===== src/rtl/fc_result_streamer.sv =====
// Streams the FC layer result RAM out over valid/ready, with optional on-the-fly arg-max.
// Optional feature: define FC_ARGMAX_EN to build the arg-max tracker.
module fc_result_streamer #(
   parameter int unsigned DATA_WIDTH = 16,
   parameter int unsigned OUTPUT_MAP = 84,
   parameter int unsigned ADDR_WIDTH = 7
) (
   input  logic                  clk,
   input  logic                  rst,
   input  logic                  start,
   output logic                  rd_en,
   output logic [ADDR_WIDTH-1:0] rd_addr,
   input  logic [DATA_WIDTH-1:0] rd_data,
   output logic                  m_valid,
   input  logic                  m_ready,
   output logic [DATA_WIDTH-1:0] m_data,
   output logic [ADDR_WIDTH-1:0] m_index,
   output logic                  m_last,
   output logic                  busy,
   output logic                  done,
   output logic [ADDR_WIDTH-1:0] max_index,
   output logic [DATA_WIDTH-1:0] max_value
);

   localparam int unsigned CNT_WIDTH = ADDR_WIDTH + 1;

   typedef enum logic [1:0] {IDLE, STREAM, DONE} state_t;

   typedef struct packed {
      logic [DATA_WIDTH-1:0] data;
      logic [ADDR_WIDTH-1:0] idx;
      logic                  last;
   } word_t;

   state_t                 state_q;
   logic                   start_q;
   word_t                  out_q, out_n;
   logic                   out_vld_q, out_vld_n;
   word_t                  fifo_q [2];
   word_t                  fifo_n [2];
   logic [1:0]             fcnt_q, fcnt_n;
   logic                   pend_q;
   logic [ADDR_WIDTH-1:0]  pend_idx_q;
   logic [CNT_WIDTH-1:0]   next_addr_q;

   logic                   start_rise_c;
   logic                   xfer_c;
   logic                   slot_free_c;
   logic                   stream_next_c;
   logic                   issue_c;
   word_t                  in_word_c;

   assign start_rise_c  = start && !start_q;
   assign xfer_c        = (state_q == STREAM) && out_vld_q && m_ready;
   assign slot_free_c   = !out_vld_q || m_ready;
   assign stream_next_c = ((state_q == IDLE) && start_rise_c) ||
                          ((state_q == STREAM) && start && !(xfer_c && out_q.last));

   assign in_word_c.data = rd_data;
   assign in_word_c.idx  = pend_idx_q;
   assign in_word_c.last = (pend_idx_q == ADDR_WIDTH'(OUTPUT_MAP - 1));

   assign m_valid = out_vld_q;
   assign m_data  = out_q.data;
   assign m_index = out_q.idx;
   assign m_last  = out_q.last;

   // Control FSM; busy/done registered alongside the state
   always_ff @(posedge clk) begin
      if (rst) begin
         state_q <= IDLE;
         start_q <= 1'b0;
         busy    <= 1'b0;
         done    <= 1'b0;
      end else begin
         start_q <= start;
         case (state_q)
            IDLE: begin
               if (start_rise_c) begin
                  state_q <= STREAM;
                  busy    <= 1'b1;
               end
            end
            STREAM: begin
               if (!start) begin
                  state_q <= IDLE;
                  busy    <= 1'b0;
               end else if (xfer_c && out_q.last) begin
                  state_q <= DONE;
                  busy    <= 1'b0;
                  done    <= 1'b1;
               end
            end
            DONE: begin
               if (!start) begin
                  state_q <= IDLE;
                  done    <= 1'b0;
               end
            end
            default: begin
               state_q <= IDLE;
               busy    <= 1'b0;
               done    <= 1'b0;
            end
         endcase
      end
   end

   // Output word register refills from the FIFO first, then from the arriving RAM word
   always_comb begin
      out_vld_n = out_vld_q;
      out_n     = out_q;
      fifo_n    = fifo_q;
      fcnt_n    = fcnt_q;
      if (slot_free_c) begin
         if (fcnt_q != 2'd0) begin
            out_vld_n = 1'b1;
            out_n     = fifo_q[0];
            fifo_n[0] = fifo_q[1];
            fcnt_n    = fcnt_q - 2'd1;
         end else if (pend_q) begin
            out_vld_n = 1'b1;
            out_n     = in_word_c;
         end else begin
            out_vld_n = 1'b0;
         end
      end
      if (pend_q && !(slot_free_c && (fcnt_q == 2'd0))) begin
         fifo_n[fcnt_n[0]] = in_word_c;
         fcnt_n            = fcnt_n + 2'd1;
      end
   end

   // Reads are decided one edge ahead from post-pop occupancy, so m_ready never reaches rd_en combinationally
   assign issue_c = stream_next_c &&
                    (next_addr_q < CNT_WIDTH'(OUTPUT_MAP)) &&
                    ((3'(fcnt_n) + 3'(rd_en)) < 3'd2);

   always_ff @(posedge clk) begin
      if (rst || !stream_next_c) begin
         out_q       <= '0;
         out_vld_q   <= 1'b0;
         fifo_q      <= '{default: '0};
         fcnt_q      <= 2'd0;
         pend_q      <= 1'b0;
         pend_idx_q  <= '0;
         next_addr_q <= '0;
         rd_en       <= 1'b0;
         rd_addr     <= '0;
      end else begin
         out_q      <= out_n;
         out_vld_q  <= out_vld_n;
         fifo_q     <= fifo_n;
         fcnt_q     <= fcnt_n;
         pend_q     <= rd_en;
         pend_idx_q <= rd_addr;
         rd_en      <= issue_c;
         if (issue_c) begin
            rd_addr     <= next_addr_q[ADDR_WIDTH-1:0];
            next_addr_q <= next_addr_q + CNT_WIDTH'(1);
         end
      end
   end

`ifdef FC_ARGMAX_EN
   localparam logic [DATA_WIDTH-1:0] MOST_NEG = {1'b1, {(DATA_WIDTH-1){1'b0}}};

   // Strict greater-than keeps the lower index on ties; index 0 seeds the search
   always_ff @(posedge clk) begin
      if (rst) begin
         max_index <= '0;
         max_value <= MOST_NEG;
      end else if ((state_q == IDLE) && start_rise_c) begin
         max_index <= '0;
         max_value <= MOST_NEG;
      end else if (xfer_c && (($signed(out_q.data) > $signed(max_value)) || (out_q.idx == '0))) begin
         max_index <= out_q.idx;
         max_value <= out_q.data;
      end
   end
`else
   assign max_index = '0;
   assign max_value = '0;
`endif

endmodule


===== config.mk =====
export PLATFORM = sky130hd
export DESIGN_NAME = fc_result_streamer
export DESIGN_NICKNAME = d
export VERILOG_FILES = /design/src/rtl/fc_result_streamer.sv
export SDC_FILE = /design/constraint.sdc
export NUM_CORES = 1
export LEC_CHECK = 0
export ABC_AREA = 1
export CORE_MARGIN = 2
export CORE_UTILIZATION = 53
export DETAILED_ROUTE_END_ITERATION = 6
export MAX_ROUTING_LAYER = met4
export PLACE_DENSITY = 0.8
export REMOVE_ABC_BUFFERS = 1
export SYNTH_ARGS = -nofsm -noshare
export SYNTH_HDL_FRONTEND = slang
export SYNTH_SLANG_ARGS = --single-unit

===== constraint.sdc =====
create_clock -name clk -period 2.6 [get_ports clk]
set_input_delay 0.52 -clock clk [delete_from_list [all_inputs] [get_ports clk]]
set_output_delay 0.52 -clock clk [all_outputs]
set_load 0.005 [all_outputs]

==> results of run 1 <==
## stage by stage
| step | setup slack [ns] | total power, mW |
|---|---|---|
| after CTS | 0.265 | 2.91 |
| after global routing | 0.0590 | 3.01 |
| after detailed placement | -0.0836 | 1.83 |
| after global placement | -0.00422 | 1.83 |
| after floorplan | 0.265 | 1.73 |
| final | 0.257 | 2.88 |
## tightest hold or removal path: stages (launching register included)
cell and delay (ns):
dfxtp_1 0.31, inv_1 0.06, nor2_1 0.04
## cells in the mapped netlist
cell type	count
clkbuf_8	2
dfxtp_1	104
nor2_4	2
conb_1	1
buf_2	11
nor2_1	19
xnor2_1	1
o21ai_0	71
nand2_1	178
ha_1	2
or2_2	1
clkbuf_1	13
inv_2	1
o21ai_2	1
inv_1	52
or2_1	1
a31oi_1	1
buf_6	5
nand4_1	3
a21oi_1	86
clkinv_1	1
nor2_2	1
nor2_8	2
nor3_1	2
a21oi_4	1
nand3_2	1
buf_4	26
a21oi_2	5
nand3_1	14
nand2_2	1
o21ai_1	2
xor2_1	3
## path summary, 6_finish.rpt
path | startpoint | to | slack (ns) | cells past startpoint
worst max-delay path | m_ready | rd_addr[6] | 0.26 | 15
worst min-delay path | next_addr_q[7] | next_addr_q[7] | 0.44 | 2
worst max register to register | fcnt_q[0] | rd_addr[6] | 0.53 | 14
worst min register to register | next_addr_q[7] | next_addr_q[7] | 0.44 | 2
## power groups by stage
stage               combinational [mW]  clock, mW  sequential [mW]
floorplan                       0.0880          0             1.65
CTS                              0.186       1.12             1.61
detailed placement               0.184          0             1.65
global placement                 0.181          0             1.65
global route                     0.206       1.19             1.61
finish                           0.186       1.09             1.61
## area by class of cell
type,instances,share of cell area (%)
inverters,54,3.82
clock inverters,6,1.70
well taps,105,2.47
multi-input cells,421,36.8
repair buffers,72,13.7
flip-flops and latches,104,39.2
clock buffers,10,2.40
## cell families (layout without fill, tap and decap cells)
kind of cell	count (synthesis)	in the layout	synth area share, %
AO/OA/AOI/OAI	167	167	19.2
other	1	23	0.0826
AND/OR/NAND/NOR	225	225	20.6
buffers and inverters	111	142	12.9
adder cells (fa/ha/maj)	2	2	0.551
flip-flops	104	104	45.9
XOR/XNOR	4	4	0.772
## metal layers
layer	wire (um)	part of all wire, %
met1	4110	42
met2	4770	49
met3	691	7.1
met4	118	1.2
met5	0	0
==> flow_summary.ini, run 1 <==
[run_status]
outcome = finished clean

[floorplan]
core_sq_um = 8260
die_w_um = 96.5
ios = 78
dieArea_sq_um = 9320
rows = 33
initial_core_util_pct = 55.0
die_y_um = 96.5

[job]
drv_cap = 0

[synthesis]
seq_area_frac_synth_pct = 45.9
synth_area_leaders = dfxtp_1 46%, nand2_1 15%, a21oi_1 9.5%
syn_inst = 614
synth_warnings = 0
syn_avg_cell_area_sq_um = 7.39
synth_top_cell_by_area = dfxtp_1
netlist_area_sq_um = 4540
ys_types = 32
yosysTopAreaCellShare_pct = 45.9
ys_ff_latch = 104

[global_routing]
grt_pass1_vias = 3738
grt_start_max_net_pins = 50
use_met2_pct = 40.2
antenna_found_initial = 0
met1_usage_pct = 26.1
grt_pass1_wl_um = 16300
busiest_layer = met2
grt_use_met3_pct = 5.51
grt_usage_pct = 22.9
grt.overflow.total = 0

[cells_and_area]
final.fill_count = 729
multiInputGateArea_sq_um = 1950
syn_to_final_growth_pct = 17.1
fin_area_sq_um = 5310
postLayoutCoreUtil_pct = 64.3
nets = 684
layout-drive-gt1-share_pct = 7.35
fin_cells = 772
diodes = 0
layout_common_cells = 178 x nand2_1, 104 x dfxtp_1, 86 x a21oi_1
layout_commonest_cell = nand2_1
seqCellArea_sq_um = 2080

[power_and_ir_drop]
p_seq_share_pct = 55.8
switching_share_pct = 22.8
p_int_mw = 2.23
clkPwrFrac_pct = 37.8
p_per_area_nw_per_um2 = 543
p_comb_share_pct = 6.4
vdd_drop_max_mv = 0.417
switchingPower_uw = 657
power.leakage_nw = 2.06

[critical_path]
cp_top_family = simple AND/OR/NAND/NOR gates
cp-start-kind = input port
slowest_delay_ns = 0.47
end_kind = flip-flop
arrival_ns = 2.59
crit_chain = clkdlybuf4s50_1 > inv_1 > nand2_1 > nand2_1 > nand2_1 > inv_1 > ha_1 > nand2_1 > nand2_1 > nor2_1 > nand2_1 > nor2_8 > nand2_2 > nor2_1 > a21oi_1
cp_data_required_time_ns = 2.84
crit_fanout = 12
crit_buf_inv = 3
crit_top_cell = nand2_1
cp_slowest_cell = clkdlybuf4s50_1
path_class = input port to flip-flop

[cts]
cts_root_buf = clkbuf_8
clkLatencyLatePin_ns = 0.36
clk_pin_slew_ns = 0.09
postCtsSetupRepairBufs = 0
ctsResizeCount = 0
hold_buffers = 0
clock_sinks = 104
clk_path_buf_depth = 2
cts_tree = built
cts_buffers = 9
cts.htree.levels = 3

[timing]
finalHoldViolations = 0
setup_violations = 0
max_freq_mhz = 427
clock_skew_ns = 0.0117
rsz0062_at_grt = false
hold_ws_ns = 0.442
min_period_ns = 2.34
fin_setup_tns_ns = 0
finalCritPeriodShare_pct = 90.1
drv_slew = 0

[placement]
dp_cells = 756
dp_hpwl_um = 6230
port_buffers = 54
gp_congestion = 0.876
place_area_sq_um = 5090

[routing]
ant_nets = 0
wl_um = 9690
drt_pass1_iterations = 4
routedWlPerCell_um = 12.6
vias = 3958
viasPerCell = 5.13
drtIter0Drc = 222
drc_errors = 0

[min_path]
hp-class = flip-flop to flip-flop
Power figures use the tool's default switching activity.
==> inputs of run 2 (changes only) <==
--- a/config.mk
+++ b/config.mk
@@ -6,6 +6,7 @@
 export NUM_CORES = 1
 export LEC_CHECK = 0
 export ABC_AREA = 1
+export CORE_ASPECT_RATIO = 1.2
 export CORE_MARGIN = 2
 export CORE_UTILIZATION = 53
 export DETAILED_ROUTE_END_ITERATION = 6
==> run 2 against run 1 <==
  * Sequential power about the same
  * Global-route usage down 0.99 points
  * Die area about the same
  * Flip-flop and latch count unchanged
  * Critical path type unchanged
  * Largest power group unchanged
  * Clock skew up 0.0040 ns
  * Total power down 2.0%
  * Core utilization down 1.1 points
  * Fmax up 3.0%
==> flow_summary.ini, run 2 (synthesis gave the netlist of run 1 again) <==
[critical_path]
crit_fanout = 12
path_class = input port to flip-flop
arrival_ns = 2.53
crit_top_cell = nand2_1
ff2ff_setup_slack_ns = 0.59
cp_slowest_cell = clkdlybuf4s50_1
cp-start-kind = input port
cp_data_required_time_ns = 2.86
crit_chain = clkdlybuf4s50_1 > inv_1 > nand2_1 > nand2_1 > nand2_1 > inv_1 > ha_1 > nand2_1 > nand2_1 > nor2_1 > nand2_1 > nor2_8 > nand2_2 > nor2_1 > a21oi_1
end_kind = flip-flop
slowest_delay_ns = 0.47

[cts]
cts.htree.levels = 3
clk_path_buf_depth = 2
cts_root_buf = clkbuf_8
cts_buffers = 9
clkLatencyLatePin_ns = 0.37
cts_tree = built
clock_sinks = 104
hold_buffers = 0
clk_pin_slew_ns = 0.10
ctsResizeCount = 0
postCtsSetupRepairBufs = 0

[floorplan]
core_sq_um = 8430
initial_core_util_pct = 53.9
die_w_um = 88.5
ios = 78
die_y_um = 105
dieArea_sq_um = 9320
rows = 37

[global_routing]
antenna_found_initial = 0
grt_pass1_wl_um = 16100
met1_usage_pct = 26.5
grt_pass1_vias = 3781
use_met2_pct = 36.1
grt_use_met3_pct = 2.82
grt.overflow.total = 0
grt_usage_pct = 21.9
busiest_layer = met2
grt_start_max_net_pins = 50

[power_and_ir_drop]
p_int_mw = 2.14
p_seq_share_pct = 57.0
power_mw = 2.83
vdd_drop_max_mv = 0.370
p_comb_share_pct = 6.7
switchingPower_uw = 689
clkPwrFrac_pct = 36.4
p_per_area_nw_per_um2 = 531
switching_share_pct = 24.4
power.leakage_nw = 2.06

[routing]
vias = 4024
routedWlPerCell_um = 12.3
wl_um = 9630
ant_nets = 0
drtIter0Drc = 244
viasPerCell = 5.14
drt_pass1_iterations = 5
drc_errors = 0

[placement]
dp_cells = 767
dp_hpwl_um = 6360
port_buffers = 54
gp_congestion = 0.817
place_worst_setup_slack_ns = -0.0727

[timing]
finalHoldViolations = 0
clock_skew_ns = 0.0156
max_freq_mhz = 440
setup_violations = 0
finalCritPeriodShare_pct = 87.5
min_period_ns = 2.27
hold_ws_ns = 0.443
rsz0062_at_grt = false
worst_slack_ns = 0.325
drv_slew = 0

[run_status]
outcome = finished clean

[cells_and_area]
postLayoutCoreUtil_pct = 63.3
layout_common_cells = 178 x nand2_1, 104 x dfxtp_1, 86 x a21oi_1
fin_cells = 783
nets = 683
syn_to_final_growth_pct = 17.5
layout-drive-gt1-share_pct = 7.36
diodes = 0
layout_commonest_cell = nand2_1

[job]
drv_cap = 0

[min_path]
hp-class = flip-flop to flip-flop
-- run 2: cell count changes in the layout (fill, tap and decap cells not counted), sizes merged --
cell	previous run	this run
clkinv	2	5
buf	18	17
bufinv	2	1
clkbuf	10	9
clkinvlp	1	0
-- run 2: path summary, 6_finish.rpt --
kind	start	to	depth (start not counted)
max	m_ready	rd_addr[2]	15
min	next_addr_q[7]	next_addr_q[7]	2
max reg2reg	fcnt_q[0]	rd_addr[2]	14
min reg2reg	next_addr_q[7]	next_addr_q[7]	2
-- run 2: cell type report --
type | instances | area, sq um
fill | 742 | 3100
sequential | 104 | 2080
multi-input combinational | 421 | 1950
timing repair buffer | 71 | 743
inverter | 54 | 203
tap | 117 | 146
clock buffer | 9 | 124
clock inverter | 7 | 78.8
-- run 2: critical path, delay by kind of cell --
kind	cells	cell delay, ns
AOI/OAI and AO/OA	1	0.05
adders and majority gates	1	0.29
buffers and inverters	3	0.57
and+or+nand+nor	10	1.07
-- run 2: per-layer routing --
metal / wire length, um / vias up
li1: - / 2015
met1: 4250 / 1889
met2: 4780 / 100
met3: 372 / 20
met4: 235 / 0
met5: 0 / -
-- run 2: power by group through the flow --
| stage | combinational [mW] | sequential, mW | clock, mW |
|---|---|---|---|
| after floorplan | 0.0880 | 1.65 | 0 |
| after global placement | 0.182 | 1.65 | 0 |
| after detailed placement | 0.187 | 1.65 | 0 |
| after CTS | 0.188 | 1.61 | 1.04 |
| after global routing | 0.209 | 1.61 | 1.10 |
| final | 0.188 | 1.61 | 1.03 |
-- run 2: per-stage QoR --
| stage | TNS, ns | instance area, sq um |
|---|---|---|
| 2_1_floorplan | 0 | 4240 |
| 3_3_place_gp | -0.0440 | 5130 |
| 3_5_place_dp | -0.592 | 5130 |
| 4_1_cts | 0 | 5330 |
| 5_1_grt | 0 | 5330 |
| 6_report | 0 | 5330 |
==> inputs of run 3 (changes only) <==
--- a/config.mk
+++ b/config.mk
@@ -13,6 +13,7 @@
 export MAX_ROUTING_LAYER = met4
 export PLACE_DENSITY = 0.8
 export REMOVE_ABC_BUFFERS = 1
+export SLEW_MARGIN = 20
 export SYNTH_ARGS = -nofsm -noshare
 export SYNTH_HDL_FRONTEND = slang
 export SYNTH_SLANG_ARGS = --single-unit
==> results of run 3 <==
Final layout, timing and power as in run 2 (identical DEF).
